File: src/rtl/traffic_rr_ctrl.sv
// traffic_rr_ctrl: N-direction intersection light controller.
// One central FSM grants green to one direction at a time. The next owner is
// the first direction with demand, searched round-robin from owner+1. The
// controller rests in green on PRIO_DIR when there is no demand.
//
// Ports:
//   clk    rising-edge clock
//   rst    asynchronous active-low reset
//   T      per-direction traffic-present sensor
//   L      per-direction light, L[2i+1:2i]: 0 green, 1 yellow, 2 red
//   owner  direction currently or last granted
//   phase  0 GREEN, 1 YELLOW, 2 ALL_RED
module traffic_rr_ctrl #(
    parameter int unsigned N_DIR     = 4,
    parameter int unsigned GREEN_MIN = 3,
    parameter int unsigned GREEN_MAX = 6,
    parameter int unsigned YELLOW_T  = 2,
    parameter int unsigned ALLRED_T  = 1,
    parameter int unsigned PRIO_DIR  = 0,
    parameter int unsigned CNT_W     = 8
) (
    input  logic                       clk,
    input  logic                       rst,
    input  logic [N_DIR-1:0]           T,
    output logic [2*N_DIR-1:0]         L,
    output logic [$clog2(N_DIR)-1:0]   owner,
    output logic [1:0]                 phase
);

    localparam int unsigned OW = $clog2(N_DIR);

    localparam logic [1:0] ST_GREEN  = 2'd0;
    localparam logic [1:0] ST_YELLOW = 2'd1;
    localparam logic [1:0] ST_ALLRED = 2'd2;

    localparam logic [1:0] LT_GREEN  = 2'd0;
    localparam logic [1:0] LT_YELLOW = 2'd1;
    localparam logic [1:0] LT_RED    = 2'd2;

    localparam logic [CNT_W-1:0] GMIN_M1 = CNT_W'(GREEN_MIN - 1);
    localparam logic [CNT_W-1:0] GMAX_M1 = CNT_W'(GREEN_MAX - 1);
    localparam logic [CNT_W-1:0] YEL_M1  = CNT_W'(YELLOW_T - 1);
    localparam logic [CNT_W-1:0] ARED_M1 = CNT_W'(ALLRED_T - 1);

    localparam logic [OW-1:0] PRIO      = OW'(PRIO_DIR);
    localparam logic [OW-1:0] OWNER_RST = OW'((PRIO_DIR + N_DIR - 1) % N_DIR);

    logic [1:0]         state_q, state_d;
    logic [CNT_W-1:0]   cnt_q, cnt_d;
    logic [OW-1:0]      owner_q, owner_d;
    logic [2*N_DIR-1:0] l_q, l_d;

    logic [OW-1:0]      next_owner;
    logic               found;
    logic [N_DIR-1:0]   own_mask;
    logic               competing;
    logic               green_done;

    // Round-robin pick: first demanding direction from owner+1; owner itself last.
    always_comb begin
        next_owner = PRIO;
        found      = 1'b0;
        for (int unsigned k = 1; k <= N_DIR; k++) begin
            if (!found && T[OW'((32'(owner_q) + k) % N_DIR)]) begin
                next_owner = OW'((32'(owner_q) + k) % N_DIR);
                found      = 1'b1;
            end
        end
    end

    // Green exit: after min green, yield to competing demand, or return to rest.
    always_comb begin
        own_mask   = N_DIR'(1) << owner_q;
        competing  = |(T & ~own_mask);
        green_done = (cnt_q >= GMIN_M1) &&
                     ((competing && (!T[owner_q] || (cnt_q == GMAX_M1))) ||
                      ((T == '0) && (owner_q != PRIO)));
    end

    // Next-state, counter, owner and light decode.
    always_comb begin
        state_d = state_q;
        cnt_d   = cnt_q + CNT_W'(1);
        owner_d = owner_q;
        l_d     = {N_DIR{LT_RED}};

        case (state_q)
            ST_ALLRED: begin
                if (cnt_q == ARED_M1) begin
                    state_d = ST_GREEN;
                    cnt_d   = '0;
                    owner_d = next_owner;
                end
            end
            ST_GREEN: begin
                // Saturate so the max-green compare stays valid while resting.
                if (cnt_q == GMAX_M1) begin
                    cnt_d = cnt_q;
                end
                if (green_done) begin
                    state_d = ST_YELLOW;
                    cnt_d   = '0;
                end
            end
            ST_YELLOW: begin
                if (cnt_q == YEL_M1) begin
                    state_d = ST_ALLRED;
                    cnt_d   = '0;
                end
            end
            default: begin
                state_d = ST_ALLRED;
                cnt_d   = '0;
            end
        endcase

        for (int unsigned i = 0; i < N_DIR; i++) begin
            if (OW'(i) == owner_d) begin
                if (state_d == ST_GREEN) begin
                    l_d[2*i +: 2] = LT_GREEN;
                end else if (state_d == ST_YELLOW) begin
                    l_d[2*i +: 2] = LT_YELLOW;
                end
            end
        end
    end

    // State registers; lights registered from the decoded next state.
    always_ff @(posedge clk or negedge rst) begin
        if (!rst) begin
            state_q <= ST_ALLRED;
            cnt_q   <= '0;
            owner_q <= OWNER_RST;
            l_q     <= {N_DIR{LT_RED}};
        end else begin
            state_q <= state_d;
            cnt_q   <= cnt_d;
            owner_q <= owner_d;
            l_q     <= l_d;
        end
    end

    assign L     = l_q;
    assign owner = owner_q;
    assign phase = state_q;

endmodule

File: config.mk
export PLATFORM = sky130hd
export DESIGN_NAME = traffic_rr_ctrl
export DESIGN_NICKNAME = d
export VERILOG_FILES = /design/src/rtl/traffic_rr_ctrl.sv
export SDC_FILE = /design/constraint.sdc
export NUM_CORES = 1
export LEC_CHECK = 0
export CAP_MARGIN = 20
export CORE_ASPECT_RATIO = 0.9
export CORE_MARGIN = 4
export CORE_UTILIZATION = 58
export DETAILED_ROUTE_END_ITERATION = 16
export PLACE_DENSITY = 0.84
export SLEW_MARGIN = 25
export SYNTH_ARGS = -nofsm -noshare
export SYNTH_HDL_FRONTEND = slang
export SYNTH_SLANG_ARGS = --single-unit
File: constraint.sdc
create_clock -name clk -period 7 [get_ports clk]
set_input_delay 1.05 -clock clk [delete_from_list [all_inputs] [get_ports clk]]
set_output_delay 1.05 -clock clk [all_outputs]
set_load 0.02 [all_outputs]
==> flow_metrics.tcl, run 1 <==
set metrics [dict create \
    outcome "finished, final reports clean" \
    route.detailed.drc 0 \
    rsz0062_at_grt "false" \
    area_delta_synth_final_pct 14.3 \
    ys_ff_latch 20 \
    postRouteAntennaNets 0 \
    grt_max_degree 21 \
    path_buf_inv 1 \
    grt_overflow_total 0 \
    place_congestion 0.939 \
    first_global_vias 1047 \
    cts_tree "yes" \
    fillers 165 \
    finalNetCount 163 \
    reg2reg_to "L[5]$_DFF_PN1_" \
    dr.pass1.iters 4 \
    hpwl_um 2040 \
    finish.utilization 0.695 \
    fp.dieArea_sq_um 3120 \
    ys.flop_type "dfrtp_1" \
    fin_skew_ns 0.00286 \
    wl_per_cell_um 15.8 \
    fmax_mhz 308 \
    antenna_found_initial 0 \
    crit_arrival_ns 3.49 \
    slowest_delay_ns 0.62 \
    routed_wl_um 2770 \
    vias 1090 \
    synth_edf_count 0 \
    syn_inst 137 \
    cts-resized-gates 0 \
    drv_slew 0 \
    synth_async_sr_flop_share 1.00 \
    hold_depth 1 \
    cts_inserted_buffers 3 \
    slowest_stage "clkdlybuf4s50_1" \
    die_w_um 58.4 \
    h-tree-depth 1 \
    crit_path_start_kind "input pin" \
    grt_pass1_wl_um 4930 \
    clk-insertion-delay-late_ns 0.30 \
    grt_use_total 0.209 \
    worstSetupEndpointType "flop" \
    n_antenna_cell 0 \
    fin_crit_sh 0.464 \
    row_count 16 \
    min_period_ns 3.25 \
    clk_pin_slew_ns 0.12 \
    slew_headroom 0.422 \
    hold_path_class "reg -> reg" \
    power_leakage_nw 0.668 \
    cp_cell_sequence "clkdlybuf4s50_1, or3b_2, a2111oi_0, nor3_2, mux2i_1, and3_1, or3b_1" \
    maxCapViolations 0 \
    drtIter0Drc 34 \
    dieHeight_um 53.4 \
    cts_root_buf "clkbuf_4" \
    tightest_slew_ns 0.865 \
    hold_violations 0 \
    yosysUniqueCellTypes 45 \
    yosys-top-cells-area "dfrtp_1 (25%), dfstp_2 (14%), ha_1 (7.5%)" \
    worstPathRequired_ns 7.24 \
    vias_per_cell 6.23 \
    ff2ff_path_depth 8 \
    hold_path_end "cnt_q[0]$_DFFE_PN0P_" \
    postCtsHoldBufs 0 \
    layout-drive-gt1-share 0.142 \
    hold_start "cnt_q[0]$_DFFE_PN0P_" \
    path_class "in -> reg" \
    cp_max_fo 9 \
    clock_path_buffers 2 \
    netlist_area_sq_um 1330 \
    p_per_area_nw_per_um2 398 \
    synthesis.nets 151 \
    crit_family "simple AND/OR/NAND/NOR gates" \
    syn_avg_cell_area_sq_um 9.68 \
    finalSetupTns_ns 0 \
    cts_setup_buffers 0 \
    synth.top_cell.area_share 0.245 \
    io_buffers 17 \
    finalSetupViolations 0 \
    yosys_warnings 0 \
    initial_core_util 0.608 \
    vdd_drop_max_mv 0.278 \
    yosysSeqAreaShare 0.384 \
    cts_sinks 20 \
    core_sq_um 2180 \
    ff2ff_setup_slack_ns 4.41 \
    yosysTopAreaCell "dfrtp_1" \
    reg2reg_from "owner[0]$_DFF_PN1_" \
    io_pins 18 \
]
[Yosys cell counts (all sizes together) (2+ instances only)]
library cell and instances:
a2111oi 2, a21oi 2, a32o 2, and3 5, buf 3, clkbuf 7
dfrtp 13, dfstp 7, ha 8, inv 10, mux2 2, mux2i 4
nand2 6, nand2b 2, nand3 6, nand3b 4, nor2 11, nor3 6
o21ai 4, o22ai 2, o2bb2ai 3, or3 3, or3b 3, or4 2
xor2 6
[final cells by class]
class | instances | area [sq um] | area share
clock buffer | 4 | 36.3 | 0.0239
inverter | 10 | 37.5 | 0.0248
multi-input combinational | 97 | 729 | 0.481
sequential | 20 | 509 | 0.336
tap | 27 | 33.8 | 0.0223
timing repair buffer | 17 | 170 | 0.112
[state kept, by name, indices dropped and copies added (netlist names)]
signal / count
phase: 2
owner: 2
cnt_q: 8
L: 8
[kinds of logic after synthesis]
| kind of cell | after synthesis | share of synthesized area |
|---|---|---|
| adder cells (fa/ha/maj) | 8 | 0.0755 |
| flip-flops | 20 | 0.384 |
| buffers and inverters | 20 | 0.0660 |
| AO/OA/AOI/OAI | 23 | 0.134 |
| multiplexers | 7 | 0.0641 |
| XOR/XNOR | 7 | 0.0462 |
| AND/OR/NAND/NOR | 52 | 0.230 |
[where the power goes]
part | leakage (nW) | switching [mW] | internal [mW]
logic | 0.398 | 0.180 | 0.146
registers | 0.249 | 0.0477 | 0.161
clock network | 0.0210 | 0.0366 | 0.0317
total | 0.668 | 0.265 | 0.339
[metrics by stage]
stage               cells  setup slack [ns]  instance area [sq um]  hold WS, ns  total power [mW]
finish                175              3.75                   1520        0.606             0.604
global route          175              3.62                   1520        0.631             0.651
CTS                   175              3.76                   1520        0.607             0.604
detailed placement    171              3.42                   1480        0.586             0.533
global placement      171              3.53                   1480        0.557             0.515
floorplan             137              3.99                   1330        0.525             0.436
[routing by layer]
metal	track usage	vias up	wire length (um)
met2	0.318	38	1290
met4	0.0734	0	44
met1	0.293	535	1280
met5	0	-	0
li1	-	510	-
met3	0.0415	7	154
[cell usage in the layout (no fill, tap or decap), types with 3 or more instances in the layout]
cell	synthesis	final
nor2_1	11	11
clkbuf_4	0	3
nand3b_1	4	4
and3_1	5	5
ha_1	8	8
nand3_1	6	6
inv_1	10	10
xor2_1	6	6
clkdlybuf4s50_1	0	17
nor3_1	5	5
dfrtp_1	13	13
dfstp_2	7	7
o2bb2ai_1	3	3
o21ai_0	4	4
mux2i_1	4	4
nand2_1	6	6
[worst max path at each step]
stage,start,to,slack (ns),depth (start not counted)
2_1_floorplan,T[3],L[3]$_DFF_PN1_,3.99,8
3_5_place_dp,T[2],L[3]$_DFF_PN1_,3.42,7
5_1_grt,T[2],L[3]$_DFF_PN1_,3.62,7
6_report,T[2],L[3]$_DFF_PN1_,3.75,7
4_1_cts,T[2],L[3]$_DFF_PN1_,3.76,7
3_3_place_gp,T[2],L[3]$_DFF_PN1_,3.53,7
[worst register-to-register path, cell delays in order, from the launching register on]
cell       delay, ns
dfstp_2         0.70
inv_1           0.13
ha_1            0.38
nor2_1          0.07
a32o_1          0.28
a2111oi_0       0.43
o21ba_2         0.28
nor2_1          0.15
nand2_1         0.09
Power figures use the tool's default switching activity.
==> inputs of run 2 (changes only) <==
--- a/config.mk
+++ b/config.mk
@@ -8,9 +8,9 @@
 export CAP_MARGIN = 20
 export CORE_ASPECT_RATIO = 0.9
 export CORE_MARGIN = 4
-export CORE_UTILIZATION = 58
+export CORE_UTILIZATION = 49
 export DETAILED_ROUTE_END_ITERATION = 16
-export PLACE_DENSITY = 0.84
+export PLACE_DENSITY = 0.75
 export SLEW_MARGIN = 25
 export SYNTH_ARGS = -nofsm -noshare
 export SYNTH_HDL_FRONTEND = slang
==> constraint.sdc (replaced) <==
create_clock -name clk -period 2.95 [get_ports clk]
set_input_delay 0.4425 -clock clk [delete_from_list [all_inputs] [get_ports clk]]
set_output_delay 0.4425 -clock clk [all_outputs]
set_load 0.02 [all_outputs]
==> run 2 against run 1 <==
Against the previous run:
- clock skew about the same
- sequential share of layout area down 0.86 points
- routed wire length down 0.76%
- register-to-register slack worse by 4.1 ns
- worst hold slack worse by 0.016 ns
- sequential power up 130%
- design area up 2.6%
- critical path type is now reg -> reg
==> flow_metrics.tcl, run 2 (synthesis results as in run 1) <==
set metrics [dict create \
    fp.dieArea_sq_um 3600 \
    final_common_cell "clkdlybuf4s50_1" \
    io_buffers 17 \
    vias 1068 \
    drv_slew 0 \
    grt_max_degree 21 \
    cts_inserted_buffers 3 \
    cts_tree "yes" \
    layout-drive-gt1-share 0.159 \
    p_per_area_nw_per_um2 943 \
    placed_cell_area_sq_um 1500 \
    routed_wl_um 2750 \
    dieHeight_um 57.4 \
    cts_sinks 20 \
    cts-resized-gates 0 \
    initial_core_util 0.528 \
    dr.pass1.iters 4 \
    fillers 216 \
    vdd_drop_max_mv 0.645 \
    grt_overflow_total 0 \
    crit_path_start_kind "flop" \
    multiInputGateArea_sq_um 729 \
    min_period_ns 2.60 \
    grt_pass1_wl_um 4860 \
    cts_root_buf "clkbuf_4" \
    clk_pin_slew_ns 0.11 \
    crit_arrival_ns 2.83 \
    postCtsHoldBufs 0 \
    route.detailed.drc 0 \
    hold_start "cnt_q[0]$_DFFE_PN0P_" \
    row_count 17 \
    path_class "reg -> reg" \
    ff2ff_setup_slack_ns 0.35 \
    finalSetupTns_ns 0 \
    cts_setup_buffers 0 \
    grt_use_total 0.167 \
    area_delta_synth_final_pct 17.4 \
    worstSetupEndpointType "flop" \
    ff2ff_path_depth 8 \
    clk-insertion-delay-late_ns 0.30 \
    fin_skew_ns 0.00307 \
    core_sq_um 2510 \
    finalNetCount 166 \
    outcome "finished, final reports clean" \
    holdWs_ns 0.590 \
    reg2reg_from "cnt_q[0]$_DFFE_PN0P_" \
    hold_depth 1 \
    cp_max_fo 9 \
    crit_start "cnt_q[0]$_DFFE_PN0P_" \
    die_w_um 62.8 \
    fmax_mhz 385 \
    hpwl_um 2040 \
    wl_per_cell_um 15.4 \
    fin_area_sq_um 1560 \
    n_antenna_cell 0 \
    hold_path_class "reg -> reg" \
    antenna_found_initial 0 \
    cp-endpoint "L[3]$_DFF_PN1_" \
    place_congestion 0.843 \
    postRouteAntennaNets 0 \
    first_global_vias 1052 \
    rsz0062_at_grt "false" \
    final_cells 179 \
    clock_path_buffers 2 \
    fin_crit_sh 0.881 \
    tightest_slew_ns 0.863 \
    placedCellCount 175 \
    reg2reg_to "L[3]$_DFF_PN1_" \
    finalSetupViolations 0 \
    io_pins 18 \
    vias_per_cell 5.97 \
    hold_violations 0 \
    layout_common_cells "clkdlybuf4s50_1 (17), dfrtp_1 (13), nor2_1 (11)" \
    slew_headroom 0.423 \
    power_leakage_nw 0.689 \
    worstPathRequired_ns 3.18 \
    regArea_sq_um 509 \
    maxCapViolations 0 \
    total_power_mw 1.47 \
    drtIter0Drc 36 \
    h-tree-depth 1 \
]
-- run 2: stage by stage --
step / setup slack, ns / util
3_3_place_gp: 0.188 / 0.599
4_1_cts: 0.336 / 0.620
3_5_place_dp: 0.145 / 0.599
2_1_floorplan: 0.281 / -
6_report: 0.350 / 0.620
5_1_grt: 0.200 / 0.620
-- run 2: worst min-delay path by stage --
stage                            to  slack (ns)
2_1_floorplan        L[0]$_DFF_PN0_        0.15
3_3_place_gp   cnt_q[0]$_DFFE_PN0P_        0.56
3_5_place_dp   cnt_q[0]$_DFFE_PN0P_        0.58
4_1_cts        cnt_q[0]$_DFFE_PN0P_        0.59
5_1_grt        cnt_q[0]$_DFFE_PN0P_        0.62
6_report       cnt_q[0]$_DFFE_PN0P_        0.59
-- run 2: layout make-up --
type | instances | area share
flip-flops and latches | 20 | 0.327
well taps | 28 | 0.0225
multi-input cells | 97 | 0.469
inverters | 10 | 0.0241
clock inverters | 1 | 0.0193
repair buffers | 20 | 0.124
clock buffers | 3 | 0.0145
-- run 2: layer usage --
metal	global-route usage	vias to the layer above	share of wire
li1	-	518	-
met1	0.229	526	0.46
met2	0.264	22	0.48
met3	0.0591	2	0.059
met4	0.0189	0	0.0033
met5	0	-	0
-- run 2: worst max-delay path, stage by stage (launching register included) --
cell and delay (ns):
dfrtp_1 0.45, inv_1 0.11, ha_1 0.20, or4bb_1 0.40, or3_4 0.36, nor3_2 0.24, o21ai_0 0.12, and3_1 0.29
or3b_1 0.38
-- run 2: where the power goes --
part           internal [mW]  total (mW)  leakage (nW)  switching [mW]
Sequential             0.382       0.491         0.249           0.109
Clock                  0.137       0.221        0.0279          0.0838
Combinational          0.349       0.755         0.412           0.406
Total                  0.869        1.47         0.689           0.599
==> inputs of run 3 (changes only) <==
--- a/config.mk
+++ b/config.mk
@@ -6,11 +6,12 @@
 export NUM_CORES = 1
 export LEC_CHECK = 0
 export CAP_MARGIN = 20
-export CORE_ASPECT_RATIO = 0.9
+export CORE_ASPECT_RATIO = 1.25
 export CORE_MARGIN = 4
-export CORE_UTILIZATION = 49
+export CORE_UTILIZATION = 51
+export CTS_BUF_LIST = sky130_fd_sc_hd__clkbuf_4
 export DETAILED_ROUTE_END_ITERATION = 16
-export PLACE_DENSITY = 0.75
+export PLACE_DENSITY = 0.78
 export SLEW_MARGIN = 25
 export SYNTH_ARGS = -nofsm -noshare
 export SYNTH_HDL_FRONTEND = slang
==> run 3 against run 2 <==
Against the previous run:
- count of clock-buffer cells in the layout unchanged
- routed wire length is 1.6% higher
- via count shrank 0.28%
- global-route usage grew 2.3 points
- critical path type unchanged
- largest cell class unchanged
- largest power group unchanged
==> flow_metrics.tcl, run 3 (synthesis results as in run 1) <==
set metrics [dict create \
    die_w_um 53.6 \
    crit_arrival_ns 2.81 \
    cts_sinks 20 \
    clockPowerShare 0.151 \
    crit_path_start_kind "flop" \
    multiInputGateArea_sq_um 729 \
    io_buffers 17 \
    finalSetupTns_ns 0 \
    outcome "finished, final reports clean" \
    grt_max_degree 21 \
    grt_overflow_total 0 \
    worst_slack_ns 0.379 \
    fp.dieArea_sq_um 3490 \
    drv_slew 0 \
    worstPathRequired_ns 3.19 \
    postCtsHoldBufs 0 \
    switching_share 0.412 \
    wl_per_cell_um 15.2 \
    postRouteAntennaNets 0 \
    h-tree-depth 1 \
    slew_headroom 0.437 \
    clk-insertion-delay-late_ns 0.30 \
    fin_crit_sh 0.871 \
    cts_root_buf "clkbuf_4" \
    antenna_found_initial 0 \
    dieHeight_um 65.0 \
    vias_per_cell 5.79 \
    tightest_slew_ns 0.842 \
    p_int_mw 0.868 \
    hold_path_end "cnt_q[0]$_DFFE_PN0P_" \
    power_leakage_nw 0.689 \
    reg2reg_from "cnt_q[0]$_DFFE_PN0P_" \
    core_sq_um 2450 \
    p_comb_frac 0.515 \
    min_period_ns 2.57 \
    worstSetupEndpointType "flop" \
    route.detailed.drc 0 \
    ff2ff_path_depth 8 \
    cp_cell_sequence "inv_1, ha_1, or4bb_1, or3_4, nor3_2, o21ai_0, and3_1, or3b_1" \
    cts_tree "yes" \
    hold_path_class "reg -> reg" \
    hold_start "cnt_q[0]$_DFFE_PN0P_" \
    cts_inserted_buffers 3 \
    path_class "reg -> reg" \
    area_delta_synth_final_pct 17.8 \
    power_frac_seq 0.334 \
    slowest_delay_ns 0.45 \
    routed_wl_um 2790 \
    layout_common_cells "clkdlybuf4s50_1 (17), dfrtp_1 (13), nor2_1 (11)" \
    p_per_area_nw_per_um2 945 \
    finalSetupViolations 0 \
    ff2ff_setup_slack_ns 0.38 \
    final_common_cell "clkdlybuf4s50_1" \
    grt_pass1_wl_um 4910 \
    cts-resized-gates 0 \
    switchingPower_mw 0.609 \
    cts_setup_buffers 0 \
    layout-drive-gt1-share 0.159 \
    initial_core_util 0.541 \
    slowest_stage "dfrtp_1" \
    n_antenna_cell 0 \
    rsz0062_at_grt "false" \
    fillers 215 \
    place_congestion 0.889 \
    hold_depth 1 \
    fin_skew_ns 0.00271 \
    finalNetCount 166 \
    dr.pass1.iters 4 \
    maxCapViolations 0 \
    first_global_vias 1103 \
    clk_pin_slew_ns 0.11 \
    regArea_sq_um 509 \
    reg2reg_to "L[3]$_DFF_PN1_" \
    hold_violations 0 \
    hpwl_um 2110 \
    vias 1065 \
    row_count 20 \
    dp_slack_ns 0.157 \
    drtIter0Drc 31 \
    io_pins 18 \
    vdd_drop_max_mv 0.588 \
    grt_use_total 0.190 \
    cp_max_fo 9 \
    fmax_mhz 389 \
    clock_path_buffers 2 \
]
-- run 3: cell counts in the layout (fill, tap and decap cells not counted) --
No cell type changed its count.
-- run 3: worst max path at each step --
stage / startpoint / cells after the start / end / slack (ns)
floorplan: owner[0]$_DFF_PN1_ / 9 / L[3]$_DFF_PN1_ / 0.28
global placement: T[2] / 7 / L[3]$_DFF_PN1_ / 0.22
detailed placement: T[2] / 7 / L[3]$_DFF_PN1_ / 0.16
CTS: cnt_q[1]$_DFFE_PN0P_ / 8 / L[3]$_DFF_PN1_ / 0.37
global route: cnt_q[1]$_DFFE_PN0P_ / 8 / L[3]$_DFF_PN1_ / 0.24
finish: cnt_q[0]$_DFFE_PN0P_ / 8 / L[3]$_DFF_PN1_ / 0.38
-- run 3: per-stage QoR --
stage | total power [mW] | instances | utilization | hold slack, ns | area, sq um
3_3_place_gp | 1.22 | 180 | 0.616 | 0.572 | 1510
2_1_floorplan | 1.03 | 137 | - | 0.147 | 1330
6_report | 1.48 | 184 | 0.637 | 0.597 | 1560
5_1_grt | 1.59 | 184 | 0.637 | 0.648 | 1560
3_5_place_dp | 1.26 | 180 | 0.616 | 0.579 | 1510
4_1_cts | 1.48 | 184 | 0.637 | 0.598 | 1560
-- run 3: area by class of cell --
cell class | instances | share of cell area
Sequential cell | 20 | 0.326
Timing Repair Buffer | 20 | 0.123
Inverter | 10 | 0.0240
Tap cell | 33 | 0.0264
Multi-Input combinational cell | 97 | 0.467
Clock inverter | 1 | 0.0192
Clock buffer | 3 | 0.0144
-- run 3: critical path: cells and delay by family (launching register included) --
kind | cells | cell delay, ns
compound gates | 1 | 0.11
flops | 1 | 0.45
simple gates | 5 | 1.64
fa+ha+maj | 1 | 0.20
buf+inv | 1 | 0.10
-- run 3: power by group through the flow --
stage / sequential [mW] / combinational (mW) / clock [mW]
after floorplan: 0.511 / 0.523 / 0
after CTS: 0.492 / 0.764 / 0.223
after detailed placement: 0.497 / 0.762 / 0
after global placement: 0.491 / 0.730 / 0
after global routing: 0.510 / 0.846 / 0.239
final: 0.493 / 0.760 / 0.223
-- run 3: per-layer routing --
layer	GRT usage	share of wire	wire length, um
met5	0	0	0
met4	0.0511	0.013	36
met3	0.0345	0.046	129
met2	0.345	0.54	1510
met1	0.220	0.40	1120
